===== src/rtl/instr_queue_pkg.sv =====
`default_nettype none
//------------------------------------------------------------------------------
// Package   : codes
// Purpose   : Instruction field types and bit positions used by the instruction
//             queue and its field decoder.
// Revision  : 1.0 - initial release
//------------------------------------------------------------------------------
package codes;

  typedef logic [5:0]  opcode_t;
  typedef logic [5:0]  funct_t;
  typedef logic [4:0]  regaddr_t;
  typedef logic [4:0]  size_t;
  typedef logic [15:0] imm_t;
  typedef logic [25:0] target_t;

  localparam int OPCODE_HI = 31;
  localparam int OPCODE_LO = 26;
  localparam int RS_HI     = 25;
  localparam int RS_LO     = 21;
  localparam int RT_HI     = 20;
  localparam int RT_LO     = 16;
  localparam int RD_HI     = 15;
  localparam int RD_LO     = 11;
  localparam int SHIFT_HI  = 10;
  localparam int SHIFT_LO  = 6;
  localparam int FUNCT_HI  = 5;
  localparam int FUNCT_LO  = 0;
  localparam int IMM_HI    = 15;
  localparam int IMM_LO    = 0;
  localparam int TARGET_HI = 25;
  localparam int TARGET_LO = 0;

  localparam opcode_t OP_LW  = 6'h23;
  localparam funct_t  FN_ADD = 6'h20;

  typedef struct packed {
    opcode_t  opcode;
    funct_t   funct;
    size_t    shift;
    regaddr_t rs;
    regaddr_t rt;
    regaddr_t rd;
    imm_t     immediate;
    target_t  target;
  } ir_fields_t;

  function automatic ir_fields_t split_word(input logic [31:0] w);
    ir_fields_t f;
    f.opcode    = w[OPCODE_HI:OPCODE_LO];
    f.funct     = w[FUNCT_HI:FUNCT_LO];
    f.shift     = w[SHIFT_HI:SHIFT_LO];
    f.rs        = w[RS_HI:RS_LO];
    f.rt        = w[RT_HI:RT_LO];
    f.rd        = w[RD_HI:RD_LO];
    f.immediate = w[IMM_HI:IMM_LO];
    f.target    = w[TARGET_HI:TARGET_LO];
    return f;
  endfunction

endpackage
`default_nettype wire


===== src/rtl/instr_queue_ir_decode.sv =====
`default_nettype none
//------------------------------------------------------------------------------
// Module    : ir_decode
// Purpose   : Purely combinational split of a 32-bit instruction word into fields.
// Revision  : 1.0 - initial release
//------------------------------------------------------------------------------
module ir_decode
  import codes::*;
(
  input  logic [31:0] word_i,
  output opcode_t     opcode_o,
  output funct_t      funct_o,
  output size_t       shift_o,
  output regaddr_t    rs_o,
  output regaddr_t    rt_o,
  output regaddr_t    rd_o,
  output imm_t        immediate_o,
  output target_t     target_o
);

  ir_fields_t w_fields;

  assign w_fields    = split_word(word_i);
  assign opcode_o    = w_fields.opcode;
  assign funct_o     = w_fields.funct;
  assign shift_o     = w_fields.shift;
  assign rs_o        = w_fields.rs;
  assign rt_o        = w_fields.rt;
  assign rd_o        = w_fields.rd;
  assign immediate_o = w_fields.immediate;
  assign target_o    = w_fields.target;

endmodule
`default_nettype wire


===== src/rtl/instr_queue.sv =====
`default_nettype none
//------------------------------------------------------------------------------
// Module    : instr_queue
// Purpose   : Circular instruction FIFO between fetch and decode with decoded
//             head-word fields. Define INSTR_QUEUE_BYPASS_EN to let a push into
//             an empty queue appear at the outputs in the same cycle.
// Revision  : 1.0 - initial release
//------------------------------------------------------------------------------
module instr_queue
  import codes::*;
#(
  parameter int DEPTH = 4,
  parameter int IW    = 32
) (
  input  logic                     clk,
  input  logic                     reset_n_i,
  input  logic                     push_valid_i,
  output logic                     push_ready_o,
  input  logic [IW-1:0]            instr_i,
  input  logic                     pop_i,
  input  logic                     flush_i,
  output logic                     valid_o,
  output logic [$clog2(DEPTH):0]   count_o,
  output opcode_t                  opcode_o,
  output funct_t                   funct_o,
  output size_t                    shift_o,
  output regaddr_t                 rs_o,
  output regaddr_t                 rt_o,
  output regaddr_t                 rd_o,
  output imm_t                     immediate_o,
  output target_t                  target_o
);

  localparam int PW = $clog2(DEPTH);
  localparam int CW = PW + 1;

  logic [IW-1:0] r_mem [DEPTH];
  logic [PW-1:0] r_wr_ptr;
  logic [PW-1:0] r_rd_ptr;
  logic [CW-1:0] r_count;
  logic [CW-1:0] w_count_nxt;

  logic          w_full;
  logic          w_stored_valid;
  logic          w_push;
  logic          w_pop;
  logic          w_store;
  logic          w_advance_rd;
  logic [IW-1:0] w_head;
  logic [31:0]   w_dec_word;

  assign w_full         = (r_count == CW'(DEPTH));
  assign w_stored_valid = (r_count != '0);
  assign push_ready_o   = !w_full || pop_i;
  assign w_push         = push_valid_i && push_ready_o && !flush_i;
  assign w_pop          = pop_i && valid_o;
  assign w_advance_rd   = pop_i && w_stored_valid;

`ifdef INSTR_QUEUE_BYPASS_EN
  logic w_bypass;
  // An empty queue presents the incoming word directly; if decode takes it now it never lands in storage.
  assign w_bypass = !w_stored_valid && push_valid_i && !flush_i;
  assign valid_o  = w_stored_valid || w_bypass;
  assign w_head   = w_stored_valid ? r_mem[r_rd_ptr] : instr_i;
  assign w_store  = w_push && !(w_bypass && pop_i);
`else
  assign valid_o  = w_stored_valid;
  assign w_head   = r_mem[r_rd_ptr];
  assign w_store  = w_push;
`endif

  // Zeroing the word ahead of the decoder forces every field to 0 when nothing is presented.
  assign w_dec_word = valid_o ? w_head[31:0] : 32'd0;
  assign count_o    = r_count;

  always_comb begin
    w_count_nxt = r_count;
    if (w_push && !w_pop) begin
      w_count_nxt = r_count + CW'(1);
    end else if (!w_push && w_pop) begin
      w_count_nxt = r_count - CW'(1);
    end
  end

  always_ff @(posedge clk or negedge reset_n_i) begin
    if (!reset_n_i) begin
      r_wr_ptr <= '0;
      r_rd_ptr <= '0;
      r_count  <= '0;
    end else if (flush_i) begin
      r_wr_ptr <= '0;
      r_rd_ptr <= '0;
      r_count  <= '0;
    end else begin
      if (w_store) begin
        r_wr_ptr <= r_wr_ptr + PW'(1);
      end
      if (w_advance_rd) begin
        r_rd_ptr <= r_rd_ptr + PW'(1);
      end
      r_count <= w_count_nxt;
    end
  end

  always_ff @(posedge clk) begin
    if (w_store) begin
      r_mem[r_wr_ptr] <= instr_i;
    end
  end

  ir_decode u_ir_decode (
    .word_i      (w_dec_word),
    .opcode_o    (opcode_o),
    .funct_o     (funct_o),
    .shift_o     (shift_o),
    .rs_o        (rs_o),
    .rt_o        (rt_o),
    .rd_o        (rd_o),
    .immediate_o (immediate_o),
    .target_o    (target_o)
  );

endmodule
`default_nettype wire


===== config.mk =====
export PLATFORM = sky130hd
export DESIGN_NAME = instr_queue
export DESIGN_NICKNAME = d
export VERILOG_FILES = /design/src/rtl/instr_queue_pkg.sv /design/src/rtl/instr_queue_ir_decode.sv /design/src/rtl/instr_queue.sv
export SDC_FILE = /design/constraint.sdc
export NUM_CORES = 1
export LEC_CHECK = 0
export ABC_AREA = 1
export BUFFER_PORTS_ARGS = -buffer_cell sky130_fd_sc_hd__clkbuf_2
export CELL_PAD_IN_SITES_DETAIL_PLACEMENT = 1
export CELL_PAD_IN_SITES_GLOBAL_PLACEMENT = 1
export CORE_MARGIN = 10
export CORE_UTILIZATION = 39
export DETAILED_ROUTE_END_ITERATION = 8
export PLACE_DENSITY = 0.82
export SLEW_MARGIN = 40
export SYNTH_ARGS = -nofsm -noshare
export SYNTH_HDL_FRONTEND = slang
export SYNTH_HIERARCHICAL = 1
export SYNTH_SLANG_ARGS = --single-unit

===== constraint.sdc =====
create_clock -name clk -period 2.6 [get_ports clk]
set_clock_uncertainty 0.1 [all_clocks]
set_input_delay 0.39 -clock clk [delete_from_list [all_inputs] [get_ports clk]]
set_output_delay 0.39 -clock clk [all_outputs]
set_load 0.005 [all_outputs]

==> key figures, run 1 <==
Floorplanning
  • Ports: between 100 and 150
  • Die Wd: approximately 140 µm
  • Die height: roughly 140 µm
  • Core Footprint: ~0.015 mm²
  • Die footprint: between 0.02 and 0.025 mm²
  • Rows: 45
  • Initial Utilization: between 30% and 40%

Timing
  • Slew HR: between 70% and 80%
  • Hold Slack: 0.08298 ns
  • Worst-Margin Slew: between 0.4 and 0.5 ns
  • Final worst-path cycle share: 94.07%
  • Fmax: around 400 MHz
  • Final setup TNS: 0 ns
  • RSZ-0062 raised after global routing: false
  • Final Hold Vio Count: 0
  • Crit path time final: approximately 2.4 ns
  • Slew Viols, Final: 0
  • Final setup violation count: 0

Place
  • Number of buffers added on ports: between 100 and 150
  • GPL Wtd Cong: between 0.7 and 0.8
  • Dpl hpwl: roughly 9.8 mm
  • Placed instance count: approximately 740
  • Placed cell areas: approximately 0.0063 mm²

CTS
  • Clock buffer depth: 2
  • CTS buffer count: 17
  • Sink Count: between 100 and 150
  • Root buf cell: clkbuf_16
  • Clk slew on worst S/H paths: 0.06 ns
  • H-tree levels: 4
  • CTS tree: yes
  • Clk_lat worst skew: about 0.42 ns

Setup path
  • Worst-path cell chain: nor2_2 > nand2_2 > inv_1 > buf_12 > a21oi_1 > clkbuf_2
  • Reg-to-Reg End: r_mem[0][21]$_DFFE_PP_
  • Critical path peak fanout: 26
  • Path depth of the worst reg2reg path: 6
  • CP Data Required Time: ~2.1 ns
  • Crit. End Element: primary output
  • Worst setup path category: reg2out
  • Critical Path Start Type: flop
  • Buf+Inv Stages, Crit Path: 3
  • Worst path top cell family by delay: buffers and inverters
  • Crit-path slowest cell: dfrtp_1
  • CP max stage delay: ~0.44 ns
  • CP arrival: 1.96 ns
  • R2r setup slk: between 0.6 and 0.7 ns
  • RR Startpoint: count_o[2]$_DFFE_PN0P_

Power
  • Cell-internal power: just over 5 mW
  • Sequential share of power: about a third
  • Switching fraction of total power: 34.55%
  • Peak VDD IR: between 0.5 and 0.6 mV
  • Logic pwr share: 36.3%
  • Sw Pwr: 2.664 mW
  • Pleak: approximately 2.7 nW
  • Power Density: 1112 mW/mm²
  • Clk pwr share: approximately 30%

Global route
  • M2 GR Usage: about a quarter
  • GRT Residual Overflow: 0
  • Met1 Resource Use GR: 16.66%
  • Global routing usage on met3: 6.199%
  • First-pass GRT wire length: between 20 and 25 mm
  • GRT Resource Usage Total: about 15%
  • Largest net degree at the start of global routing: 66
  • Vias in the first global route: approximately 4400
  • Initial antenna violation count: 0
  • Most Crowded Layer GR: met2

Yosys
  • Mapped Cells: between 500 and 600
  • Synthesis-stage register bit count: roughly 140
  • Synth Cell Area: about 0.006 mm²
  • Syn Area/Cell: roughly 12 µm²
  • Post-synthesis sequential area ratio: roughly two thirds
  • YS warnings: 6
  • Synthesized net count: 560
  • Synth cell types: 23

Detailed routing
  • DRT iter0 DRCs: 153
  • DRC Markers: 0
  • Total wire length: about 15 mm
  • DR vias: 3882
  • Via-per-instance ratio: ~5.1
  • Antenna viol nets, final: 0
  • DRT Pass-1 Iters: 4
  • Average routed wire per standard cell: roughly 20 µm

Status
  • Outcome: completed

Min path
  • Cells on Worst Hold Path: 1
  • Worst min path class: in2reg
  • HP Start: instr_i[27]
  • Min-Delay Endpoint: r_mem[3][27]$_DFFE_PP_

Finish
  • Fin cells: 768
  • Design area: about 0.0069 mm²
  • P&R area growth vs syn: 15.07%
  • Antenna cells: 0
  • Layout cells sized above 1: 30.86%
  • Nets: 610
  • Final Core Density: a little under half

Flow run
  • Max-Cap Viols: 0
==> cells by family after synthesis <==
group / Yosys count / synth area share (%)
simple gates: 159 / 10.90
fa+ha+maj: 5 / 1.163
compound gates: 103 / 8.553
buf+inv: 116 / 12.71
flops: 135 / 66.68
==> power groups by stage <==
stage	registers [mW]	logic (mW)	clock network (mW)
after floorplan	2.61	2.45	0
after global placement	2.61	2.74	0
after detailed placement	2.62	2.84	0
after CTS	2.58	2.87	2.38
after global routing	2.59	3.14	2.48
final	2.58	2.80	2.33
==> layer usage <==
layer,wire [µm],up-vias
met5,0,-
met4,197,0
met3,1167,17
met2,7602,111
met1,6037,1956
li1,-,1798
==> state kept, by name (all words and copies together) (netlist names) <==
| register | cells |
|---|---|
| count_o | 3 |
| r_mem | 128 |
| r_rd_ptr | 2 |
| r_wr_ptr | 2 |
==> how the worst max path moves through the flow <==
stage,from,end,cells past startpoint,slack [ns]
after floorplan,count_o[2]$_DFFE_PN0P_,r_mem[0][0]$_DFFE_PP_,5,-0.05
after global placement,r_rd_ptr[0]$_DFFE_PN0P_,opcode_o[5],5,0.59
after detailed placement,r_rd_ptr[0]$_DFFE_PN0P_,target_o[11],5,0.52
after CTS,r_rd_ptr[0]$_DFFE_PN0P_,target_o[21],5,0.03
after global routing,r_rd_ptr[0]$_DFFE_PN0P_,immediate_o[14],5,0.0009
final,count_o[0]$_DFFE_PN0P_,rt_o[2],6,0.15
==> timing repair <==
| action | 4_1_cts | 5_1_grt |
|---|---|---|
| buffers inserted | 0 | 0 |
| endpoints found under the setup margin | 0 | 37 |
| gates resized for setup | 0 | 4 |
| hold buffers | 1 | 0 |
| hold endpoints to repair | 7 | 0 |
==> layout by cell type, fill, tap and decap left out, drive strengths merged <==
| cell | n |
|---|---|
| nor2 | 135 |
| clkinv | 8 |
| nand2 | 20 |
| dfrtp | 7 |
| ha | 4 |
| o21ai | 69 |
| clkbuf | 134 |
| fa | 1 |
| dlygate4sd3 | 1 |
| edfxtp | 128 |
| bufinv | 4 |
| clkinvlp | 2 |
| inv | 16 |
| a21oi | 34 |
| nand4 | 1 |
| nand3 | 3 |
| buf | 13 |
==> through the flow <==
stage | total power [mW] | worst slack (ns)
2_1_floorplan | 5.061 | -0.05447
3_3_place_gp | 5.352 | 0.5860
3_5_place_dp | 5.461 | 0.5153
4_1_cts | 7.830 | 0.03463
5_1_grt | 8.212 | 0.0009239
6_report | 7.711 | 0.1543
==> Yosys cell counts <==
| cell type | n | area [µm²] |
|---|---|---|
| o21ai_0 | 18 | 90.09 |
| fa_1 | 1 | 20.02 |
| nor2_2 | 3 | 18.77 |
| inv_1 | 13 | 48.80 |
| clkbuf_1 | 5 | 18.77 |
| inv_2 | 4 | 15.01 |
| a21oi_1 | 34 | 170.2 |
| nand4_2 | 1 | 12.51 |
| dfrtp_1 | 7 | 175.2 |
| nand2_1 | 13 | 48.80 |
| nand3_1 | 1 | 5.000 |
| nand2_2 | 6 | 37.54 |
| nand3_2 | 1 | 10.01 |
| o21ai_1 | 51 | 255.2 |
| buf_2 | 9 | 45.04 |
| nor2_1 | 132 | 495.5 |
| nand3_4 | 1 | 17.52 |
| ha_1 | 4 | 50.05 |
| bufinv_8 | 1 | 17.52 |
| clkbuf_2 | 4 | 20.02 |
| edfxtp_1 | 128 | 3844 |
| buf_4 | 80 | 600.6 |
| nand2_4 | 1 | 11.26 |
==> worst reg2reg max path, delay by kind of cell, from the launching register on <==
kind	cells	cell delay [ns]
flops	1	0.40
simple gates	4	0.77
buf+inv	2	0.39
==> final cells by class <==
cell class / count / area, µm²
Fill cell: 1612 / 8210
Sequential cell: 135 / 4020
Multi-Input combinational cell: 267 / 1284
Timing Repair Buffer: 129 / 745.7
Clock buffer: 19 / 432.9
Tap cell: 188 / 235.2
Clock inverter: 12 / 135.1
Inverter: 18 / 82.58
No activity file was read; power rests on OpenSTA's default activity.
==> run 2: changes to the inputs <==
--- a/config.mk
+++ b/config.mk
@@ -10,9 +10,10 @@
 export CELL_PAD_IN_SITES_DETAIL_PLACEMENT = 1
 export CELL_PAD_IN_SITES_GLOBAL_PLACEMENT = 1
 export CORE_MARGIN = 10
-export CORE_UTILIZATION = 39
+export CORE_UTILIZATION = 47
 export DETAILED_ROUTE_END_ITERATION = 8
-export PLACE_DENSITY = 0.82
+export HOLD_SLACK_MARGIN = 0.05
+export PLACE_DENSITY = 0.92
 export SLEW_MARGIN = 40
 export SYNTH_ARGS = -nofsm -noshare
 export SYNTH_HDL_FRONTEND = slang
==> constraint.sdc (replaced) <==
create_clock -name clk -period 3.1 [get_ports clk]
set_clock_uncertainty 0.1 [all_clocks]
set_input_delay 0.465 -clock clk [delete_from_list [all_inputs] [get_ports clk]]
set_output_delay 0.465 -clock clk [all_outputs]
set_load 0.005 [all_outputs]
==> run 2 against run 1 <==
Die area shrank 15%. Final area fell by 0.85%. Clock-buffer cell count is the same. Clock power fell by 12%. Critical path depth fell by 1. Hold slack improved by 0.090 ns. Global-route usage grew 2.1 points. Setup slack better by 0.062 ns. Register-to-register slack better by 0.27 ns. Power is 16% lower. Cell count is 2.3% lower. Via count increased by 0.75%. Critical path type unchanged. Largest cell class unchanged.
==> key figures, run 2 (same netlist as run 1, synthesis figures left out) <==
Detailed routing
  • Via-per-instance ratio: 5.215 (was 5.055)
  • DRC Markers: 0 (unchanged)
  • Average routed wire per standard cell: 20.50 µm (was 19.54 µm)
  • DR vias: 3911 (was 3882)
  • Total wire length: 15.37 mm (was 15.01 mm)
  • DRT iter0 DRCs: 227 (was 153)
  • Antenna viol nets, final: 0 (unchanged)
  • DRT Pass-1 Iters: 5 (was 4)

Timing
  • Worst-Margin Slew: 0.7048 ns (was 0.4189 ns)
  • Slew HR: 53.02% (was 72.01%)
  • Fmax: approximately 350 MHz
  • Crit path time final: 2.884 ns
  • RSZ-0062 raised after global routing: false (unchanged)
  • Slew Viols, Final: 0 (unchanged)
  • Final setup violation count: 0 (unchanged)
  • Final worst-path cycle share: 93.03%
  • Final setup TNS: 0 ns (unchanged)
  • Final Hold Vio Count: 0 (unchanged)

Min path
  • Worst min path class: in2reg (unchanged)
  • HP Start: instr_i[28] (was instr_i[27])
  • Cells on Worst Hold Path: 1 (unchanged)
  • Min-Delay Endpoint: r_mem[1][28]$_DFFE_PP_ (was r_mem[3][27]$_DFFE_PP_)

Finish
  • Antenna cells: 0 (unchanged)
  • Commonest non-fill, non-tap cells in the layout: 128 x nor2_1, 128 x edfxtp_1, 115 x clkbuf_2 (unchanged)
  • Top reg by flops: r_mem (unchanged)
  • Layout cells sized above 1: 29.93% (was 30.86%)
  • # fillers: 1334 (was 1612)
  • Design area: 0.006877 mm² (was 0.006935 mm²)
  • Nets: 608 (was 610)
  • Largest register FFs: 128 (unchanged)
  • P&R area growth vs syn: 14.10% (was 15.07%)

Place
  • Dpl hpwl: 9.852 mm (was 9.833 mm)
  • Placed cell areas: 0.006272 mm² (was 0.006345 mm²)
  • GPL Wtd Cong: 0.7496 (was 0.7703)
  • Number of buffers added on ports: 115 (unchanged)

CTS
  • Root buf cell: clkbuf_16 (unchanged)
  • Sink Count: 135 (unchanged)
  • CTS buffer count: 17 (unchanged)
  • H-tree levels: 4 (unchanged)
  • Clk slew on worst S/H paths: 0.06 ns (about the same)
  • Clock buffer depth: 2 (unchanged)
  • Post-CTS Setup Bufs: 0 (unchanged)
  • Clk_lat worst skew: 0.41 ns (was 0.42 ns)
  • CTS tree: yes (unchanged)

Power
  • Peak VDD IR: 0.6782 mV (was 0.5707 mV)
  • Total power: 6.460 mW (was 7.711 mW)
  • Power Density: 939.4 mW/mm² (was 1112 mW/mm²)
  • Pleak: 2.683 nW (was 2.695 nW)

Floorplanning
  • Die footprint: 0.01775 mm² (was 0.02083 mm²)
  • Ports: 116 (unchanged)
  • Die height: 133.2 µm (was 144.3 µm)
  • Core Footprint: 0.01257 mm² (was 0.01515 mm²)
  • Die Wd: 133.2 µm (was 144.3 µm)
  • Rows: 41 (was 45)
  • Initial Utilization: 47.95% (was 39.79%)

Setup path
  • Critical Path Start Type: flop (unchanged)
  • R2r setup slk: 0.90 ns (was 0.63 ns)
  • CP startpoint: r_rd_ptr[1]$_DFFE_PN0P_ (was count_o[0]$_DFFE_PN0P_)
  • CP arrival: 2.32 ns (was 1.96 ns)
  • Crit. End Element: primary output (unchanged)
  • Critical path peak fanout: 34 (was 26)
  • CP Data Required Time: 2.53 ns (was 2.11 ns)
  • Worst setup path category: reg2out (unchanged)
  • Path depth of the worst reg2reg path: 6 (unchanged)
  • RR Startpoint: count_o[2]$_DFFE_PN0P_ (unchanged)
  • Reg-to-Reg End: r_mem[1][1]$_DFFE_PP_ (was r_mem[0][21]$_DFFE_PP_)

Flow run
  • Max-Cap Viols: 0 (unchanged)

Global route
  • Initial antenna violation count: 0 (unchanged)
  • GRT Residual Overflow: 0 (unchanged)
  • Global routing usage on met3: 5.526% (was 6.199%)
  • Vias in the first global route: 4403 (was 4351)
  • Met1 Resource Use GR: 18.47% (was 16.66%)
  • M2 GR Usage: 30.48% (was 25.37%)
  • GRT Resource Usage Total: 17.03% (was 14.96%)
  • Most Crowded Layer GR: met2 (unchanged)
  • First-pass GRT wire length: 23.78 mm (was 23.45 mm)
  • Largest net degree at the start of global routing: 52 (was 66)

Status
  • Outcome: completed (unchanged)
==> run 2: worst max-delay path by stage <==
stage                                        to  slack [ns]  depth (start not counted)
after floorplan           r_mem[0][0]$_DFFE_PP_        0.45                          5
final                                   rd_o[0]        0.22                          5
after global routing               target_o[11]        0.02                          5
after detailed placement           target_o[13]        0.54                          6
after global placement                  rs_o[0]        0.66                          6
after CTS                               rd_o[1]        0.07                          6
==> run 2: critical path: stages (launching register included) <==
cell and delay (ns):
dfrtp_1 0.66, inv_2 0.42, nor2_1 0.24, o21ai_1 0.10, a21oi_1 0.27, clkbuf_2 0.18
==> run 2: timing repair <==
item                                    4_1_cts  5_1_grt
endpoints found under the hold margin         7        0
endpoints found under the setup margin        0       32
resized for setup                             0        1
hold buffers                                  1        0
==> run 2: where the power goes <==
group / leakage, nW / internal, mW / switching [mW] / total [mW]
registers: 1.25 / 2.11 / 0.113 / 2.23
clock network: 0.280 / 1.32 / 0.718 / 2.04
logic: 1.15 / 0.811 / 1.38 / 2.19
==> run 2: layout make-up <==
class | count | area (µm²) | share of cell area [%]
inverters | 18 | 81.33 | 1.183
clock buffers | 19 | 432.9 | 6.295
clock inverters | 12 | 158.9 | 2.311
flip-flops and latches | 135 | 4023 | 58.50
multi-input cells | 267 | 1272 | 18.50
well taps | 172 | 215.2 | 3.130
repair buffers | 127 | 693.2 | 10.08
==> run 2: layer usage <==
metal,share of wire (%),up-vias
met4,1.2,0
li1,-,1795
met3,7.0,20
met5,0,-
met2,54,134
met1,38,1962
==> run 2: stage by stage <==
step / hold WS [ns] / utilization [%] / setup slack [ns] / instances
after floorplan: 0.06941 / - / 0.4455 / 518
after global placement: 0.2181 / 49.91 / 0.6616 / 718
after detailed placement: 0.2290 / 49.91 / 0.5441 / 718
after CTS: 0.1555 / 54.69 / 0.06894 / 750
after global routing: 0.1620 / 54.71 / 0.02019 / 750
final: 0.1732 / 54.71 / 0.2162 / 750
